**src/rtl/decode_issue_ctrl.sv**
```systemverilog
// Fetch-to-decode issue controller: 2-entry fetch buffer, flush sequencing and a decoder-aligned valid.
// Define LOAD_USE_STALL_EN to enable load-use bubble insertion and the oBubbleCnt counter.
module decode_issue_ctrl #(
    parameter int cXLEN    = 32,
    parameter int cycleNum = 2
) (
    input  logic             iClk,
    input  logic             iRst,
    input  logic             iFetchValid,
    input  logic [cXLEN-1:0] iFetchInst,
    input  logic [cXLEN-1:0] iFetchPC,
    output logic             oFetchReady,
    input  logic             iExReady,
    input  logic             iFlushPipe,
    output logic [cXLEN-1:0] oInst,
    output logic [cXLEN-1:0] oCurPC,
    output logic             oFlushPipe,
    output logic             oDecValid,
    output logic [15:0]      oBubbleCnt
);
    localparam logic [cXLEN-1:0] cNop = cXLEN'(32'h0000_0013);
    localparam int cCntW = (cycleNum > 1) ? $clog2(cycleNum) : 1;
    localparam logic [cCntW-1:0] cFlushLoad = cCntW'(cycleNum - 1);

    typedef enum logic [1:0] {RUN, STALL, FLUSH} state_t;

    state_t              r_state;
    logic [cCntW-1:0]    r_flushCnt;
    logic [cXLEN-1:0]    r_instMem [2];
    logic [cXLEN-1:0]    r_pcMem [2];
    logic                r_wrPtr;
    logic                r_rdPtr;
    logic [1:0]          r_count;
    logic [cXLEN-1:0]    r_inst;
    logic [cXLEN-1:0]    r_curPC;
    logic                r_flushPipe;
    logic                r_issueValid;
    logic [cycleNum-1:0] r_validSr;

    logic             w_accept;
    logic             w_canIssue;
    logic             w_hazard;
    logic             w_stallStart;
    logic             w_issue;
    logic [cXLEN-1:0] w_headInst;
    logic [cXLEN-1:0] w_headPC;

    assign oFetchReady  = !iRst && (r_count < 2'd2) && (r_state != FLUSH);
    assign w_accept     = iFetchValid && oFetchReady && !iFlushPipe;
    assign w_headInst   = r_instMem[r_rdPtr];
    assign w_headPC     = r_pcMem[r_rdPtr];
    assign w_canIssue   = (r_count != 2'd0) && iExReady && !iFlushPipe && (r_state != FLUSH);
    // The STALL cycle itself issues the held head, so a hazard costs exactly one bubble.
    assign w_stallStart = w_canIssue && (r_state == RUN) && w_hazard;
    assign w_issue      = w_canIssue && !w_stallStart;

`ifdef LOAD_USE_STALL_EN
    logic        r_lastLoad;
    logic [4:0]  r_lastRd;
    logic [15:0] r_bubbleCnt;
    logic        w_usesRs2;

    assign w_usesRs2 = (w_headInst[6:0] == 7'b0110011) || (w_headInst[6:0] == 7'b0100011) ||
                       (w_headInst[6:0] == 7'b1100011);
    assign w_hazard  = r_lastLoad && ((w_headInst[19:15] == r_lastRd) ||
                       (w_usesRs2 && (w_headInst[24:20] == r_lastRd)));

    // A NOP counts as issued, so any bubble retires the load record.
    always_ff @(posedge iClk) begin
        if (iRst) begin
            r_lastLoad  <= 1'b0;
            r_lastRd    <= 5'd0;
            r_bubbleCnt <= 16'd0;
        end else begin
            r_lastLoad <= w_issue && (w_headInst[6:0] == 7'b0000011) && (w_headInst[11:7] != 5'd0);
            r_lastRd   <= w_headInst[11:7];
            if (w_stallStart && (r_bubbleCnt != 16'hFFFF)) begin
                r_bubbleCnt <= r_bubbleCnt + 16'd1;
            end
        end
    end

    assign oBubbleCnt = r_bubbleCnt;
`else
    assign w_hazard   = 1'b0;
    assign oBubbleCnt = 16'd0;
`endif

    always_ff @(posedge iClk) begin
        if (w_accept) begin
            r_instMem[r_wrPtr] <= iFetchInst;
            r_pcMem[r_wrPtr]   <= iFetchPC;
        end
    end

    always_ff @(posedge iClk) begin
        if (iRst) begin
            r_state      <= RUN;
            r_flushCnt   <= '0;
            r_wrPtr      <= 1'b0;
            r_rdPtr      <= 1'b0;
            r_count      <= 2'd0;
            r_inst       <= cNop;
            r_curPC      <= '0;
            r_flushPipe  <= 1'b0;
            r_issueValid <= 1'b0;
            r_validSr    <= '0;
        end else if (iFlushPipe) begin
            r_state      <= FLUSH;
            r_flushCnt   <= cFlushLoad;
            r_wrPtr      <= 1'b0;
            r_rdPtr      <= 1'b0;
            r_count      <= 2'd0;
            r_inst       <= cNop;
            r_flushPipe  <= 1'b1;
            r_issueValid <= 1'b0;
            r_validSr    <= '0;
        end else begin
            r_flushPipe <= 1'b0;
            if (w_accept) begin
                r_wrPtr <= ~r_wrPtr;
            end
            if (w_issue) begin
                r_rdPtr <= ~r_rdPtr;
                r_curPC <= w_headPC;
            end
            case ({w_accept, w_issue})
                2'b10:   r_count <= r_count + 2'd1;
                2'b01:   r_count <= r_count - 2'd1;
                default: r_count <= r_count;
            endcase
            r_inst       <= w_issue ? w_headInst : cNop;
            r_issueValid <= w_issue;
            for (int i = cycleNum - 1; i > 0; i--) begin
                r_validSr[i] <= r_validSr[i-1];
            end
            r_validSr[0] <= r_issueValid;
            case (r_state)
                RUN: begin
                    if (w_stallStart) begin
                        r_state <= STALL;
                    end
                end
                STALL: r_state <= RUN;
                FLUSH: begin
                    if (r_flushCnt == '0) begin
                        r_state <= RUN;
                    end else begin
                        r_flushCnt <= r_flushCnt - cCntW'(1);
                    end
                end
                default: r_state <= RUN;
            endcase
        end
    end

    assign oInst      = r_inst;
    assign oCurPC     = r_curPC;
    assign oFlushPipe = r_flushPipe;
    assign oDecValid  = r_validSr[cycleNum-1];
endmodule

```
**config.mk**
```make
export PLATFORM = sky130hd
export DESIGN_NAME = decode_issue_ctrl
export DESIGN_NICKNAME = d
export VERILOG_FILES = /design/src/rtl/decode_issue_ctrl.sv
export SDC_FILE = /design/constraint.sdc
export NUM_CORES = 1
export LEC_CHECK = 0
export ABC_AREA = 1
export BUFFER_PORTS_ARGS = -buffer_cell sky130_fd_sc_hd__buf_2
export CAP_MARGIN = 30
export CORE_ASPECT_RATIO = 1.5
export CORE_MARGIN = 1
export CORE_UTILIZATION = 58
export DETAILED_ROUTE_END_ITERATION = 16
export GPL_TIMING_DRIVEN = 0
export PLACE_DENSITY = 0.8
export SYNTH_ARGS = -nofsm -noshare
export SYNTH_HDL_FRONTEND = slang
export SYNTH_SLANG_ARGS = --single-unit
```
**constraint.sdc**
```tcl
create_clock -name iClk -period 7.7 [get_ports iClk]
set_input_delay 1.925 -clock iClk [delete_from_list [all_inputs] [get_ports iClk]]
set_output_delay 1.925 -clock iClk [all_outputs]
set_load 0.005 [all_outputs]
```
==> summary.md <==
| Metric | Value |
|---|---|
| CP Data Arrival Time | 2360 ps |
| Top Ports | 152 |
| Antenna viol nets, final | 0 |
| Period utilisation layout | 55.7% |
| Setup violators final | 0 |
| Clock Path Buffers | 3 |
| IO buf count | 135 |
| Count leader, synth | nand2_1 |
| Max cap viols | 0 |
| Largest stage delay, worst path | 150 ps |
| DP Area | 8230 um2 |
| Share of cells above drive strength 1 | 27.2% |
| Leading area contributor after synthesis | edfxtp_1 |
| Slew HR | 51.8% |
| Initial Utilization | 59.8% |
| FF/Latch Area | 5330 um2 |
| DR WL/cell | 14.6 um |
| Initial antenna violation count | 2 |
| Final wirelength | 13900 um |
| Synth top area share | 53.2% |
| CP Class | input pin to primary output |
| Worst path most repeated cell | buf_2 |
| Initial DRC count | 225 |
| Final Instance Area | 8830 um2 |
| Mean Syn Cell Area | 11.8 um2 |
| CP top delay family | buffers and inverters |
| DR vias | 4595 |
| Core area | 12100 um2 |
| Post-Syn Area | 7220 um2 |
| Die area | 12900 um2 |
| Chip Width | 93.1 um |
| Syn. warnings | 0 |
| Area delta synth->final | 22.3% |
| Core Rows | 49 |
| Fmax | 233 MHz |
| WP buf/inv | 2 |
| Fillers | 816 |
| Post-CTS setup buffer count | 0 |
| H-Tree Depth | 1 |
| Pleak | 3.90 nW |
| Drc violations | 0 |
| Nets | 856 |
| CTS tree | built |
| Cells after synthesis | 612 |
| DRT Pass-1 Iters | 4 |
| Multi-input gate area | 1550 um2 |
| CP max-delay cell | buf_2 |
| Sequential cell area fraction in the yosys report | 73.7% |
| Vias in the first global route | 4708 |
| Outcome | complete, no violations |
| Clock insertion delay at the later pin of the skew report | 470 ps |
| Critical Path Source Type | input pin |
| Die outline height | 139 um |
| P per Cell Area | 240 nW/um2 |
| GRT Resource Usage Total | 21.3% |
| CTS Sinks | 202 |
| Worst min path class | flop to flop |
| Clk slew on worst S/H paths | 60 ps |
| Root buf cell | clkbuf_16 |
| Largest net degree at the start of global routing | 40 |
| CP Cell Sequence | buf_2 -> nor3_1 -> buf_2 |
| Worst setup EP type | primary output |
| Min Tclk post-route | 4290 ps |
| Final Slew Violations | 0 |
| CP max FO | 7 |
| Max VDD drop | 267 uV |
| First-pass GRT wire length | 21400 um |
| Cts-stage hold buffer count | 0 |
| Top_reg_cell synth | edfxtp_1 |
| Worst Tran Pin Value | 721 ps |
| Drt via density | 4.83 |
| Required @ worst endpoint | 5780 ps |
| Commonest cells post-synth | 174 x nand2_1, 128 x edfxtp_1, 91 x nor2_1 |
| ANT cells | 0 |
| CTS resizes | 0 |
| EDFF count, synth | 128 |
| RSZ-0062 raised after global routing | false |
| Area contributors post-synth | edfxtp_1 53%, dfxtp_1 21%, nand2_1 9.0% |
| Distinct cells, synth | 26 |
| Final Hold Vio Count | 0 |
| RD Place Congestion | 0.735 |
| Ys async rst share | 0% |
| Grt total ovfl | 0 |
| Clock Skew | 8.93 ps |
| Setup TNS | 0 ps |
| TritonCTS Buffers | 19 |
| Register bit count reported by yosys | 202 |
| HPWL after DPL | 9430 um |
tightest hold or removal path, stage by stage (launching register included):
cell and delay [ps]:
dfxtp_1 300, inv_1 40, nor2_1 30
cells in the final DEF (no fill, tap or decap), drive strengths merged:
| cell type | Yosys | routed |
|---|---|---|
| a21oi | 5 | 5 |
| buf | 30 | 168 |
| bufinv | 0 | 1 |
| clkbuf | 9 | 30 |
| clkinv | 1 | 7 |
| clkinvlp | 0 | 4 |
| conb | 1 | 16 |
| dfxtp | 74 | 74 |
| edfxtp | 128 | 128 |
| ha | 1 | 1 |
| inv | 45 | 46 |
| mux2i | 29 | 29 |
| nand2 | 175 | 175 |
| nand3 | 6 | 6 |
| nand4 | 2 | 2 |
| nor2 | 103 | 103 |
| nor3 | 1 | 1 |
| o21ai | 1 | 1 |
| or2 | 1 | 1 |
layer usage:
metal / vias up / part of all wire [%] / wire length [um] / GRT usage (%)
li1: 2285 / - / - / -
met1: 2129 / 37 / 5090 / 21.5
met2: 158 / 55 / 7580 / 41.5
met3: 21 / 7.4 / 1030 / 5.37
met4: 2 / 1.4 / 192 / 6.32
met5: - / 0.072 / 10 / 0
sequential cells by signal (all words and copies together), names as in the netlist, 2 cells and up:
name and count:
r_instMem 64, r_pcMem 64, oCurPC 32, oInst 32
r_count 2, r_validSr 2
worst paths after layout:
| kind | start | end | slack (ps) | cells after the start |
|---|---|---|---|---|
| setup / recovery | iRst | oFetchReady | 3410 | 3 |
| setup reg to reg | r_count[1]$_SDFFE_PP0P_ | r_instMem[0][9]$_DFFE_PP_ | 5560 | 5 |
| hold reg to reg | r_issueValid$_SDFF_PP0_ | r_validSr[0]$_SDFF_PP0_ | 420 | 2 |
| hold / removal | r_issueValid$_SDFF_PP0_ | r_validSr[0]$_SDFF_PP0_ | 420 | 2 |
area by class of cell:
class | instances | area share (%)
flip-flops and latches | 202 | 60.3
multi-input cells | 340 | 17.5
repair buffers | 138 | 8.50
clock buffers | 21 | 5.69
plain buffers | 39 | 2.78
well taps | 153 | 2.17
inverters | 46 | 1.95
clock inverters | 12 | 1.12
per-stage QoR:
| stage | hold WS, ps | power [W] | util (%) | std cells | worst slack [ps] |
|---|---|---|---|---|---|
| after floorplan | 394 | 0.00122 | - | 627 | 2340 |
| after global placement | 400 | 0.00124 | 67.5 | 915 | 762 |
| after detailed placement | 414 | 0.00125 | 68.1 | 918 | 3400 |
| after CTS | 422 | 0.00214 | 73.1 | 951 | 3390 |
| after global routing | 427 | 0.00218 | 73.1 | 951 | 3370 |
| final | 416 | 0.00212 | 73.1 | 951 | 3410 |
kinds of logic (layout without fill, tap and decap cells):
logic type	Yosys count	in the layout	synth area share, %
flops	202	202	73.7
other cells	1	16	0.0519
mux	29	29	4.02
buf+inv	85	256	5.78
fa+ha+maj	1	1	0.173
simple gates	288	288	15.8
compound gates	6	6	0.416
where the power goes:
part | internal, W | switching, W | leakage [nW]
sequential | 0.00116 | 0.00000378 | 1.76
combinational | 0.0000273 | 0.0000333 | 1.86
clock | 0.000508 | 0.000383 | 0.288
No activity file was read; power rests on OpenSTA's default activity.
